[src/rtl/adder_pkg.sv]
// Shared types for the bit-serial adder controller.
// Holds the FSM state encoding and the default operand width.
package adder_pkg;

  typedef enum logic [1:0] {
    IDLE = 2'd0,
    RUN  = 2'd1,
    DONE = 2'd2
  } state_e;

  localparam int DEFAULT_WIDTH = 8;

endpackage

[src/rtl/full_adder2.sv]
// Single-bit full adder slice used by the serial controller.
// Purely combinational; the carry is held outside this cell.
module full_adder2 (
  input  logic a,
  input  logic b,
  input  logic c,
  output logic sum,
  output logic carry
);

  assign sum   = a ^ b ^ c;
  assign carry = (a & b) | (c & (a ^ b));

endmodule

[src/rtl/serial_adder_ctrl.sv]
// Bit-serial add/subtract controller around one full_adder2 slice.
// Operands are shifted LSB-first; the result is captured on DONE entry.
module serial_adder_ctrl
  import adder_pkg::*;
#(
  parameter int WIDTH = DEFAULT_WIDTH
) (
  input  logic             clk,
  input  logic             rst,
  input  logic             start,
  input  logic             op_sub,
  input  logic [WIDTH-1:0] a,
  input  logic [WIDTH-1:0] b,
  input  logic             cin,
  output logic             busy,
  output logic             done,
  output logic [WIDTH-1:0] sum,
  output logic             cout
);

  localparam int CW = $clog2(WIDTH);

  state_e           state_q, state_d;
  logic [WIDTH-1:0] a_q, a_d;
  logic [WIDTH-1:0] b_q, b_d;
  logic [WIDTH-1:0] r_q, r_d;
  logic [WIDTH-1:0] sum_q, sum_d;
  logic             c_q, c_d;
  logic             cout_q, cout_d;
  logic [CW-1:0]    cnt_q, cnt_d;
  logic             s_bit, c_bit;
  logic             last, accept;

  full_adder2 u_slice (
    .a    (a_q[0]),
    .b    (b_q[0]),
    .c    (c_q),
    .sum  (s_bit),
    .carry(c_bit)
  );

  assign last   = (cnt_q == CW'(WIDTH - 1));
  assign accept = start && (state_q == IDLE || state_q == DONE);

  always_ff @(posedge clk) begin
    if (rst) state_q <= IDLE;
    else     state_q <= state_d;
  end

  always_comb begin
    state_d = state_q;
    unique case (state_q)
      IDLE:    if (start) state_d = RUN;
      RUN:     if (last) state_d = DONE;
      DONE:    state_d = start ? RUN : IDLE;
      default: state_d = IDLE;
    endcase
  end

  always_comb begin
    busy = 1'b0;
    done = 1'b0;
    unique case (state_q)
      RUN:     busy = 1'b1;
      DONE:    done = 1'b1;
      default: ;
    endcase
  end

  // Subtract is a + ~b + 1: invert B on load and force carry-in.
  always_comb begin
    a_d    = a_q;
    b_d    = b_q;
    r_d    = r_q;
    c_d    = c_q;
    cnt_d  = cnt_q;
    sum_d  = sum_q;
    cout_d = cout_q;
    if (accept) begin
      a_d   = a;
      b_d   = op_sub ? ~b : b;
      c_d   = op_sub ? 1'b1 : cin;
      cnt_d = '0;
    end else if (state_q == RUN) begin
      a_d   = a_q >> 1;
      b_d   = b_q >> 1;
      r_d   = {s_bit, r_q[WIDTH-1:1]};
      c_d   = c_bit;
      cnt_d = cnt_q + CW'(1);
      if (last) begin
        sum_d  = {s_bit, r_q[WIDTH-1:1]};
        cout_d = c_bit;
      end
    end
  end

  always_ff @(posedge clk) begin
    if (rst) begin
      a_q    <= '0;
      b_q    <= '0;
      r_q    <= '0;
      c_q    <= 1'b0;
      cnt_q  <= '0;
      sum_q  <= '0;
      cout_q <= 1'b0;
    end else begin
      a_q    <= a_d;
      b_q    <= b_d;
      r_q    <= r_d;
      c_q    <= c_d;
      cnt_q  <= cnt_d;
      sum_q  <= sum_d;
      cout_q <= cout_d;
    end
  end

  assign sum  = sum_q;
  assign cout = cout_q;

endmodule
[config.mk]
export PLATFORM = sky130hd
export DESIGN_NAME = serial_adder_ctrl
export DESIGN_NICKNAME = d
export VERILOG_FILES = /design/src/rtl/adder_pkg.sv /design/src/rtl/full_adder2.sv /design/src/rtl/serial_adder_ctrl.sv
export SDC_FILE = /design/constraint.sdc
export NUM_CORES = 1
export LEC_CHECK = 0
export ABC_AREA = 1
export CAP_MARGIN = 5
export CORE_ASPECT_RATIO = 1.1
export CORE_MARGIN = 2
export CORE_UTILIZATION = 40
export CTS_CLUSTER_DIAMETER = 40
export DETAILED_ROUTE_END_ITERATION = 7
export HOLD_SLACK_MARGIN = 0.02
export PLACE_DENSITY = 0.75
export SLEW_MARGIN = 0
export SYNTH_ARGS = -nofsm -noshare
export SYNTH_HDL_FRONTEND = slang
export SYNTH_SLANG_ARGS = --single-unit
[constraint.sdc]
create_clock -name clk -period 1.3 [get_ports clk]
set_clock_uncertainty 0.1 [all_clocks]
set_input_delay 0.325 -clock clk [delete_from_list [all_inputs] [get_ports clk]]
set_output_delay 0.325 -clock clk [all_outputs]
set_load 0.005 [all_outputs]
Word-level counts from Yosys, hierarchy flattened
Cells that the tools add are included.
{"block": "classes", "addsub": 1, "reduce_logical": 8, "eq_ne": 5, "n_mux": 14, "n_bitwise": 7}
{"op": "2-to-1 mux 8 bit", "n": 5}
{"op": "NOT 8 bit", "n": 1}
{"op": "2-to-1 mux 1 bit", "n": 6}
{"op": "case mux 2 bit (3 select lines)", "n": 1}
{"op": "2-to-1 mux 2 bit", "n": 2}
{"op": "!= test 2 bit, second input constant", "n": 2}
{"op": "AND reduction 2 bit", "n": 2}
{"op": "adder 3 x 1 -> 3 bit, second input constant", "n": 1}
{"op": "== test 3 bit, second input constant", "n": 1}
{"op": "AND reduction 3 bit", "n": 1}
{"op": "AND 1 bit", "n": 2}
{"op": "== test 2 x 1 -> 1 bit, second input constant", "n": 1}
{"op": "== test 2 bit, second input constant", "n": 1}
{"op": "logical NOT 2 bit", "n": 1}
{"op": "nonzero test 2 bit", "n": 1}
{"op": "OR reduction 2 bit", "n": 1}
{"op": "bitwise XOR 1 bit", "n": 2}
{"op": "logical AND 1 bit", "n": 1}
{"op": "logical OR 1 bit", "n": 1}
{"op": "NOT 1 bit", "n": 1}
{"op": "bitwise OR 1 bit", "n": 1}
{"block": "totals", "elab_cells": 43, "regBits": 39, "output_inout_bits": 11, "inputBits": 21}

Depth between registers and ports, before layout
{"block": "logic_depth", "word_depth": 5, "ltp_mapped": 8, "mapped_depth_nobuf": 8}

Hierarchy
Synthesis repeated with hierarchy kept, for this count alone.
{"block": "hier_totals", "cells_unflattened": 245, "hier_area_um2": 1730.4}
{"module": "serial_adder_ctrl", "n_inst": 1, "seq_area_each_um2": 760.7, "cells_each": 244, "area_per_inst_um2": 1710.4}
{"module": "full_adder2", "n_inst": 1, "seq_area_each_um2": 0.0, "cells_each": 1, "area_per_inst_um2": 20.0}

Worst setup path before layout
Ideal clock, no wire load.
{"block": "synth_path", "path_kind": "register to register", "startpoint": "reg cnt_q[0]", "endpoint": "reg sum_q[4] (netlist: sum[4])", "setup_time_ps": 122, "path_slack_ps": 7, "t_arrival_ps": 1072, "stages_incl_launch_ff": 8, "required_ps": 1078, "n_path_buf": 0, "synth_period_minus_slack_ps": 1293, "cell_sequence": "dfxtp_1 ha_1 ha_1 inv_1 nor2_2 inv_2 nand3_1 o21ai_0"}
{"block": "synth_between", "elab_chain_len": 2}
{"element": "from (decl)", "line": "serial_adder_ctrl.sv:30", "rtl": "logic [CW-1:0] cnt_q, cnt_d;"}
{"element": "from (signal assigned)", "line": "serial_adder_ctrl.sv:111", "rtl": "cnt_q <= cnt_d;"}
{"element": "== test 3 bit", "line": "serial_adder_ctrl.sv:42", "rtl": "assign last = (cnt_q == CW'(WIDTH - 1));"}
{"element": "AND reduction 3 bit (no source line)"}
{"element": "to (signal assigned)", "line": "serial_adder_ctrl.sv:112", "rtl": "sum_q <= sum_d;"}
{"element": "to (decl)", "line": "serial_adder_ctrl.sv:27", "rtl": "logic [WIDTH-1:0] sum_q, sum_d;"}
No other way between the ends.
A chain may end at the register's enable or synchronous reset.

Worst setup path in the final report
{"block": "layout_path", "startpoint": "reg state_q[1]", "endpoint": "out busy"}
{"block": "layout_between", "elab_chain_len": 2}
{"element": "from (decl)", "line": "serial_adder_ctrl.sv:23", "rtl": "state_e state_q, state_d;"}
{"element": "from (signal assigned)", "line": "serial_adder_ctrl.sv:47", "rtl": "else state_q <= state_d;"}
{"element": "== test 2 x 1 -> 1 bit", "line": "serial_adder_ctrl.sv:63", "rtl": "unique case (state_q)"}
{"element": "2-to-1 mux 1 bit", "line": "serial_adder_ctrl.sv:63"}
{"element": "to (decl)", "line": "serial_adder_ctrl.sv:15", "rtl": "output logic busy,"}
No other way between the ends.

==> flow_summary.ini <==
[finish]
n_antenna_cell = 0
fin_area_um2 = 2450
multi_input_area_um2 = 845
final_cell_mix = 58 x nand2_1, 35 x nor2_1, 26 x dfxtp_1, 23 x inv_1
layout.nets = 321
regArea_um2 = 776
fillers = 353
drive_above_1_share_pct = 24.8
syn_to_final_growth_pct = 43.3
final_common_cell = nand2_1

[detailed_routing]
drt_iter0_drc = 77
detail_route.first_pass.iterations = 4
wl_per_cell_um = 11.7
avgViaCountPerCell = 4.81
drc = 0
num_vias = 1682
ant_nets = 0
routed_wl_um = 4110

[sta]
final_hold_viol_count = 0
worst_slew_pin_slew_ns = 0.195
post-route-worst-setup-slack_ns = -0.0493
setup_viol_count_final = 4
hold_ws_ns = 0.355
fmax_mhz = 741
rsz0062_at_grt = yes
period_share_pct = 104
final_max_slew_viol_count = 0
relSlewSlack_pct = 86.8
fin_crit_ns = 1.35

[power_and_ir_drop]
p_comb_share_pct = 17.0
switching_power_uw = 702
ir_worst_vdd_mv = 0.805
power.density_nw_per_um2 = 1110
p_leak_uw = 0.00116
sw_frac_of_total_pct = 25.8
seqPwrFrac_pct = 47.0
power_uw = 2720
p_clk_share_pct = 36.0
p_int_uw = 2020

[global_route]
grt_pass1_wl_um = 6640
grt_max_degree = 18
first_global_vias = 1594
grt_overflow = 0
antenna_found_initial = 0
track_usage_pct = 17.7

[floorplanning]
num_rows = 24
pin_count = 32
start_util_pct = 42.5
die_w_um = 66.4
die-area_um2 = 4820
fp.dieH_um = 72.6
core-area_um2 = 4020

[critical_path]
reg2reg_to = sum[6]
r2r_cells = 7
crit_arrival_ns = 0.92
path_class = register to primary output
path_max_fanout = 2
crit_end = busy
cp-start-kind = register
r2r_setup_slack_ns = -0.02
required_ns = 0.88
worstSetupEndpointType = primary output
startpoint = state_q[1]
r2r-start = cnt_q[1]

[synthesis]
synth-seq-area-share_pct = 44.4
synth_nets = 268
yosysWarnings = 0
synth_cells = 244
ys_types = 23
syn_area_per_cell_um2 = 7.01
synth_area_um2 = 1710
synth_seq_cells = 38

[clocking]
clkSinkCount = 38
cts_buffers = 5
cts_root_buffer = clkbuf_8
clk_latency_ns = 0.29
htreeDepth = 2
clk_path_buf_depth = 2
cts_tree = built
cts.reportedPaths.clkPinSlew_ns = 0.08

[placed_design]
dpl_cell_area_um2 = 2170
place_congestion = 0.780
port_buffers = 31
place_hpwl_um = 2680

[outcome]
violations = setup timing
status = finished with violations

[flow_run]
drv_cap = 0

[min_path]
min_path_type = primary input to register
==> power by group through the flow <==
stage / logic [uW] / registers (uW) / clock network (uW)
2_1_floorplan: 265 / 1290 / 0
3_3_place_gp: 409 / 1300 / 0
3_5_place_dp: 416 / 1300 / 0
4_1_cts: 425 / 1280 / 981
5_1_grt: 515 / 1290 / 1030
6_report: 462 / 1280 / 980
==> repair_timing <==
item                       in CTS  in global routing
setup buffers                   2                  3
hold buffers                    0                  0
resized for setup              42                 35
cloned                          0                  2
pin swaps                       3                  5
setup endpoints to repair      27                 40
==> flip-flops by register name, indices dropped and copies added (netlist names) <==
register,cells
a_q,8
b_q,8
c_q,1
cnt_q,3
cout,1
r_q,7
state_q,2
sum,8
==> worst min-delay path by stage <==
stage                       from     end  slack [ns]  depth (start not counted)
final                     op_sub  b_q[7]        0.35                          4
after global placement    a_q[2]  a_q[2]        0.35                          2
after global routing      a_q[6]  a_q[6]        0.40                          2
after CTS                 a_q[1]  a_q[1]        0.37                          2
after floorplan           a_q[1]  a_q[1]        0.34                          2
after detailed placement  a_q[1]  a_q[1]        0.36                          2
==> cells in the mapped netlist (all sizes together) <==
library cell / count / area [um2]
fa: 1 / 20.0
ha: 2 / 25.0
inv: 31 / 116
nor2: 40 / 160
nand3: 20 / 100
or2: 1 / 6.26
o21ai: 21 / 105
buf: 7 / 55.1
a21oi: 13 / 65.1
nand2: 62 / 238
clkbuf: 3 / 11.3
a211oi: 2 / 20.0
xor2: 1 / 8.76
nor3: 2 / 20.0
dfxtp: 38 / 761
==> layout make-up <==
class                           instances  share of cell area [%]
Multi-Input combinational cell        165                    34.4
Sequential cell                        38                    31.6
Timing Repair Buffer                   56                    21.8
Inverter                               31                    5.05
Clock buffer                            5                    2.81
Tap cell                               52                    2.65
Clock inverter                          3                    1.63
==> layer usage <==
layer,part of all wire (%),up-vias,global-route usage (%)
met4,0.93,0,6.12
li1,-,866,-
met2,51,31,30.7
met1,44,783,21.3
met3,4.0,2,4.48
met5,0,-,0
==> through the flow <==
stage | setup WS, ns | utilization, % | std cells | setup TNS (ns)
floorplan | 0.00658 | - | 244 | 0
detailed placement | -0.298 | 53.9 | 335 | -8.45
global placement | -0.274 | 53.9 | 335 | -8.17
finish | -0.0493 | 60.9 | 350 | -0.0970
CTS | -0.0540 | 58.0 | 345 | -0.0540
global route | -0.0849 | 60.9 | 350 | -0.761
==> cells by family (layout without fill, tap and decap cells) <==
group / Yosys count / after routing / share of synthesized area (%)
xor gates and xnor gates: 1 / 1 / 0.512
adders and majority gates: 3 / 3 / 2.63
AOI/OAI and AO/OA: 36 / 36 / 11.1
buffers and inverters: 41 / 95 / 10.7
and+or+nand+nor: 125 / 125 / 30.6
DFF: 38 / 38 / 44.4
==> worst max-delay path, cell delays in order (launching register included) <==
cell	delay, ns
dfxtp_2	0.33
buf_6	0.11
nor2_4	0.07
buf_2	0.12
No activity file was read; power rests on OpenSTA's default activity.
